==> config.mk <==
export PLATFORM = sky130hd
export DESIGN_NAME = arc4_encrypt
export DESIGN_NICKNAME = d
export VERILOG_FILES = /design/src/rtl/arc4_pkg.sv /design/src/rtl/arc4_encrypt.sv
export SDC_FILE = /design/constraint.sdc
export NUM_CORES = 1
export LEC_CHECK = 0
export ABC_AREA = 1
export CAP_MARGIN = 20
export CORE_ASPECT_RATIO = 0.5
export CORE_UTILIZATION = 30
export CTS_CLUSTER_DIAMETER = 60
export CTS_CLUSTER_SIZE = 14
export DETAILED_ROUTE_END_ITERATION = 6
export SLEW_MARGIN = 0
export SYNTH_ARGS = -nofsm -noshare
export SYNTH_HDL_FRONTEND = slang
export SYNTH_SLANG_ARGS = --single-unit
==> constraint.sdc <==
create_clock -name clk -period 2.2 [get_ports clk]
set_input_delay 0.44 -clock clk [delete_from_list [all_inputs] [get_ports clk]]
set_output_delay 0.44 -clock clk [all_outputs]
set_load 0.005 [all_outputs]
==> src/rtl/arc4_pkg.sv <==
// arc4_pkg: shared ARC4 types and constants.
//   byte_t            - 8-bit data/address byte
//   ARC4_MEM_DEPTH    - depth of S, plaintext and ciphertext memories
//   arc4_enc_state_e  - encrypt engine state encoding (also for decrypt paths)
package arc4_pkg;

   typedef logic [7:0] byte_t;

   localparam int unsigned ARC4_MEM_DEPTH = 256;

   typedef enum logic [3:0] {
      IDLE,
      RD_LEN,
      WR_LEN,
      RD_I,
      RD_J,
      WR_I,
      WR_J,
      RD_PAD,
      WR_CT
   } arc4_enc_state_e;

endpackage

==> src/rtl/arc4_encrypt.sv <==
// arc4_encrypt: ARC4 PRGA encryption engine. Reads a length-prefixed plaintext
// memory, runs the keystream over an already key-scheduled S memory and writes
// the ciphertext memory. All memories are external and synchronous-read.
//
// Ports:
//   clk, rst            clock, synchronous active-high reset
//   en / rdy            start request (sampled while rdy=1) / idle indicator
//   s_addr, s_rddata,   S memory port (read/write)
//   s_wrdata, s_wren
//   pt_addr, pt_rddata  plaintext memory port (read-only)
//   ct_addr, ct_wrdata, ciphertext memory port (write-only)
//   ct_wren
//
// Configuration macro ARC4_ENC_PREFIX_EN:
//   defined   - ct[0]=L, payload at ct[1..L]
//   undefined - no length write, payload at ct[0..L-1]; timing unchanged
module arc4_encrypt
   import arc4_pkg::*;
(
   input  logic       clk,
   input  logic       rst,
   input  logic       en,
   output logic       rdy,
   output logic [7:0] s_addr,
   input  logic [7:0] s_rddata,
   output logic [7:0] s_wrdata,
   output logic       s_wren,
   output logic [7:0] pt_addr,
   input  logic [7:0] pt_rddata,
   output logic [7:0] ct_addr,
   output logic [7:0] ct_wrdata,
   output logic       ct_wren
);

   arc4_enc_state_e state_q, state_d;
   byte_t i_q, i_d;
   byte_t j_q, j_d;
   byte_t k_q, k_d;
   byte_t len_q, len_d;
   byte_t si_q, si_d;
   byte_t sj_q, sj_d;
   byte_t ptk_q, ptk_d;

   // Next-state and datapath register updates
   always_comb begin
      state_d = state_q;
      i_d     = i_q;
      j_d     = j_q;
      k_d     = k_q;
      len_d   = len_q;
      si_d    = si_q;
      sj_d    = sj_q;
      ptk_d   = ptk_q;
      case (state_q)
         IDLE: begin
            if (en) begin
               state_d = RD_LEN;
               i_d     = '0;
               j_d     = '0;
               k_d     = '0;
            end
         end
         RD_LEN: state_d = WR_LEN;
         WR_LEN: begin
            len_d = pt_rddata;
            if (pt_rddata == '0) begin
               state_d = IDLE;
            end else begin
               k_d     = 8'd1;
               state_d = RD_I;
            end
         end
         RD_I: begin
            i_d     = i_q + 8'd1;
            state_d = RD_J;
         end
         RD_J: begin
            si_d    = s_rddata;
            ptk_d   = pt_rddata;
            j_d     = j_q + s_rddata;
            state_d = WR_I;
         end
         WR_I: begin
            sj_d    = s_rddata;
            state_d = WR_J;
         end
         WR_J:   state_d = RD_PAD;
         RD_PAD: state_d = WR_CT;
         WR_CT: begin
            if (k_q == len_q) begin
               state_d = IDLE;
            end else begin
               k_d     = k_q + 8'd1;
               state_d = RD_I;
            end
         end
         default: state_d = IDLE;
      endcase
   end

   // Memory-port outputs decode straight from state so each access lands in
   // the cycle its state names; everything is zero outside an access.
   always_comb begin
      rdy       = (state_q == IDLE);
      s_addr    = '0;
      s_wrdata  = '0;
      s_wren    = 1'b0;
      pt_addr   = '0;
      ct_addr   = '0;
      ct_wrdata = '0;
      ct_wren   = 1'b0;
      case (state_q)
         WR_LEN: begin
`ifdef ARC4_ENC_PREFIX_EN
            ct_wrdata = pt_rddata;
            ct_wren   = 1'b1;
`endif
         end
         RD_I: begin
            s_addr  = i_q + 8'd1;
            pt_addr = k_q;
         end
         // j is updated with the S[i] just returned, so address the new j now
         RD_J: s_addr = j_q + s_rddata;
         WR_I: begin
            s_addr   = i_q;
            s_wrdata = s_rddata;
            s_wren   = 1'b1;
         end
         // When i=j this second write wins, leaving S[i]=si as required
         WR_J: begin
            s_addr   = j_q;
            s_wrdata = si_q;
            s_wren   = 1'b1;
         end
         RD_PAD: s_addr = si_q + sj_q;
         WR_CT: begin
`ifdef ARC4_ENC_PREFIX_EN
            ct_addr = k_q;
`else
            ct_addr = k_q - 8'd1;
`endif
            ct_wrdata = s_rddata ^ ptk_q;
            ct_wren   = 1'b1;
         end
         default: ;
      endcase
   end

   always_ff @(posedge clk) begin
      if (rst) begin
         state_q <= IDLE;
         i_q     <= '0;
         j_q     <= '0;
         k_q     <= '0;
         len_q   <= '0;
         si_q    <= '0;
         sj_q    <= '0;
         ptk_q   <= '0;
      end else begin
         state_q <= state_d;
         i_q     <= i_d;
         j_q     <= j_d;
         k_q     <= k_d;
         len_q   <= len_d;
         si_q    <= si_d;
         sj_q    <= sj_d;
         ptk_q   <= ptk_d;
      end
   end

endmodule

==> impl_metrics.ini <==
[timing]
final_period_minus_worst_setup_slack_ns = 2.405
fin_worst_skew_ns = 0.007025
max-slew-margin-rel_pct = 72.44
finalMaxSlewViolations = 0
timing_hold_violations_final = 0
rsz_0062_raised_after_global_routing = yes
setup-violations-final = 7
final.setup.worst_slack_ns = -0.2047
worst-slew-pin-transition_ns = 0.4134
finalCritPeriodShare_pct = 109.3
timing.fmax_mhz = 415.8

[power_and_ir_drop]
power.density_cell_area_nw_per_um2 = 650.4
share_clk_of_total_power_pct = 40.6
power.internal_mw = 2.734
p_leak_nw = 2.815
seq_power_share_pct = 32.1
switching_share_pct = 30.52
total_power_mw = 3.935
power.share.combinational_pct = 27.3
switching_power_of_the_nets_mw = 1.201
ir_drop_mv = 0.3642

[drt]
vias = 4351
drc = 0
routed_wl_mm = 12.43
antenna_violating_nets_post_route = 0
detail_route.wl_per_cell_um = 13.57
detail_route.first_pass.iterations = 5
dr.first_iter.drc_count = 234
avgViaCountPerCell = 4.750

[layout]
nNetsFinal = 784
fillers = 1199
drive_gt1_share_pct = 30.63
n_antenna_cell = 0
syn2layout_area_growth_pct = 57.59
fin_util_pct = 49.91

[logic_synthesis]
total_number_of_yosys_warnings = 0
yosys_register_bits = 60
number_of_synthesized_flops_with_an_enable_pin = 0
synth.avg_cell_area_um2 = 6.528
number_of_nets_produced_by_synthesis = 626
post_synth_inst_count = 588
ys.flop_type = sky130_fd_sc_hd__dfxtp_1
syn-cell-area_um2 = 3839
yosysSeqAreaShare_pct = 31.29
async_flop_share_pct = 0
synth_cell_type_count = 40

[grt]
grt_first_pass_wirelength_mm = 19.90
grt_overflow_total = 0
gr_util_all_layers_pct = 19.20
grt_max_degree = 34
first_global_vias = 4101
antenna_found_initial = 0

[placement]
buffer_ports.inserted = 61
pre_cts_ws_ns = -0.9489
gp_routability_congestion = 0.8315
dpl.hpwl_mm = 8.686

[clock_tree]
tritoncts = built
clkLatencyLatePin_ns = 0.33
cts_buffers = 9
clock_sink_count = 60
clk_root_buffer_cell = sky130_fd_sc_hd__clkbuf_16
hold_buffers = 0
clkSlewWorstSetupHoldPaths_ns = 0.05
clk_path_buf_depth = 2
htreeDepth = 3

[status]
result_of_the_run = finished with violations
violated_checks = negative setup slack

[worst_setup_path]
worst_ep_required_time_ns = 1.76
path_max_fanout = 3
worst_r2r_endpoint = j_q[4]
worst_setup_path_end_kind = output port
r2r_cells = 14
worst_setup_path_type = reg -> out
startpoint = j_q[0]
crit_path_end = s_addr[4]
slack_of_the_worst_reg_to_reg_path_ns = -0.02
worst_r2r_startpoint = j_q[0]
cp_data_arrival_time_ns = 1.96
worstSetupStartpointType = flip-flop

[min_path]
worst_hold_stages = 2
hp-class = reg -> reg

[floorplanning]
fp.dieArea_um2 = 13280
std_cell_rows = 28
boundaryPins = 62
die-width_um = 162.0
height_of_the_chip_um = 81.99
floorplan.initialDensity_pct = 31.67
core_region_area_um2 = 12120

[job]
max_cap_viol_count = 0
stage by stage:
step                instance area, µm²  std cells  hold slack, ns  setup TNS, ns
finish                            6050        916          0.4728         -1.029
floorplan                         3839        588          0.4439              0
detailed placement                5124        870          0.4615         -6.218
CTS                               5851        909          0.4523        -0.7935
global route                      6050        916          0.4994         -1.567
global placement                  5124        870          0.4579         -6.008
cells in the mapped netlist (2+ instances only):
cell type | instances | area [µm²]
sky130_fd_sc_hd__xnor2_1 | 12 | 105.1
sky130_fd_sc_hd__nor3_1 | 5 | 25.02
sky130_fd_sc_hd__xor2_1 | 3 | 26.28
sky130_fd_sc_hd__or2_2 | 5 | 31.28
sky130_fd_sc_hd__inv_2 | 6 | 22.52
sky130_fd_sc_hd__inv_1 | 51 | 191.4
sky130_fd_sc_hd__o21ai_0 | 38 | 190.2
sky130_fd_sc_hd__ha_1 | 17 | 212.7
sky130_fd_sc_hd__nand2_1 | 147 | 551.8
sky130_fd_sc_hd__buf_2 | 8 | 40.04
sky130_fd_sc_hd__buf_6 | 4 | 45.04
sky130_fd_sc_hd__nand2_2 | 3 | 18.77
sky130_fd_sc_hd__a21oi_1 | 60 | 300.3
sky130_fd_sc_hd__nand4_1 | 9 | 56.30
sky130_fd_sc_hd__clkbuf_1 | 7 | 26.28
sky130_fd_sc_hd__nand3b_1 | 4 | 30.03
sky130_fd_sc_hd__fa_1 | 2 | 40.04
sky130_fd_sc_hd__a31oi_1 | 4 | 25.02
sky130_fd_sc_hd__nor2_1 | 86 | 322.8
sky130_fd_sc_hd__nand3_1 | 35 | 175.2
sky130_fd_sc_hd__dfxtp_1 | 60 | 1201
sky130_fd_sc_hd__nor2_4 | 3 | 33.78
sky130_fd_sc_hd__nor2_2 | 2 | 12.51
critical path, cell delays in order (launching register included):
cell	delay, ns
sky130_fd_sc_hd__dfxtp_4	0.36
sky130_fd_sc_hd__ha_4	0.16
sky130_fd_sc_hd__fa_2	0.35
sky130_fd_sc_hd__nand2_2	0.08
sky130_fd_sc_hd__nand2_1	0.06
sky130_fd_sc_hd__nand2_1	0.07
sky130_fd_sc_hd__nand2_2	0.08
sky130_fd_sc_hd__buf_6	0.13
sky130_fd_sc_hd__o21ai_4	0.13
sky130_fd_sc_hd__nand3_2	0.07
sky130_fd_sc_hd__buf_2	0.14
worst min path at each step:
stage / start / end
5_1_grt: sj_q[7] / sj_q[7]
3_5_place_dp: sj_q[5] / sj_q[5]
2_1_floorplan: len_q[0] / len_q[0]
6_report: len_q[1] / len_q[1]
4_1_cts: s_rddata[1] / sj_q[1]
3_3_place_gp: len_q[0] / len_q[0]
power by group through the flow:
stage               sequential, mW  combinational, mW  clock, mW
global placement              1.27              0.941          0
global route                  1.27               1.19       1.66
floorplan                     1.26              0.578          0
finish                        1.26               1.07       1.60
detailed placement            1.27              0.946          0
CTS                           1.26               1.03       1.62
sequential cells by signal, summed over array words and instances (netlist names):
register  cells
i_q           8
sj_q          8
len_q         8
si_q          8
ptk_q         8
j_q           8
state_q       4
k_q           8
final cells by class:
class / instances / area [µm²] / area share, %
clock buffer: 12 / 266.5 / 4.405
clock inverter: 4 / 70.07 / 1.158
multi-input combinational: 451 / 2660 / 43.97
tap: 165 / 206.4 / 3.413
inverter: 57 / 222.7 / 3.681
sequential: 60 / 1232 / 20.37
timing repair buffer: 167 / 1391 / 23.00
logic make-up (layout without fill, tap and decap cells):
logic type / Yosys count / in the layout / share of synthesized area (%)
compound gates: 114 / 114 / 16.13
xor+xnor: 15 / 15 / 3.423
flops: 60 / 60 / 31.29
buf+inv: 77 / 240 / 8.572
simple gates: 303 / 303 / 34.00
fa+ha+maj: 19 / 19 / 6.584
what timing repair did:
action / 4_1_cts / 5_1_grt
buffers inserted: 23 / 7
resized for setup: 160 / 42
pin swaps: 29 / 21
endpoints found under the setup margin: 41 / 21
layer usage:
metal,track usage (%),share of wire [%],up-vias,routed length [µm]
li1,-,-,2237,-
met4,5.849,1.1,0,139
met5,0,0,-,0
met1,25.16,49,2016,6089
met2,32.58,46,88,5672
met3,3.232,4.3,10,530
cells in the final DEF (no fill, tap or decap), drive strengths merged, types with 2 or more instances in the layout:
cell type      synthesis  final
nand3                 36     36
clkdlybuf4s50          0     12
nor2                  92     92
nand2                151    151
o21ai                 40     40
xor2                   3      3
nand4                  9      9
a21oi                 61     61
fa                     2      2
clkinv                 0      2
nor3                   5      5
dlygate4sd2            0     29
buf                   13    116
ha                    17     17
bufinv                 0      2
xnor2                 12     12
a31oi                  4      4
nand3b                 4      4
clkdlybuf4s15          0      6
or2                    5      5
dfxtp                 60     60
inv                   57     56
clkbuf                 7     15
No activity file was read; power rests on OpenSTA's default activity.
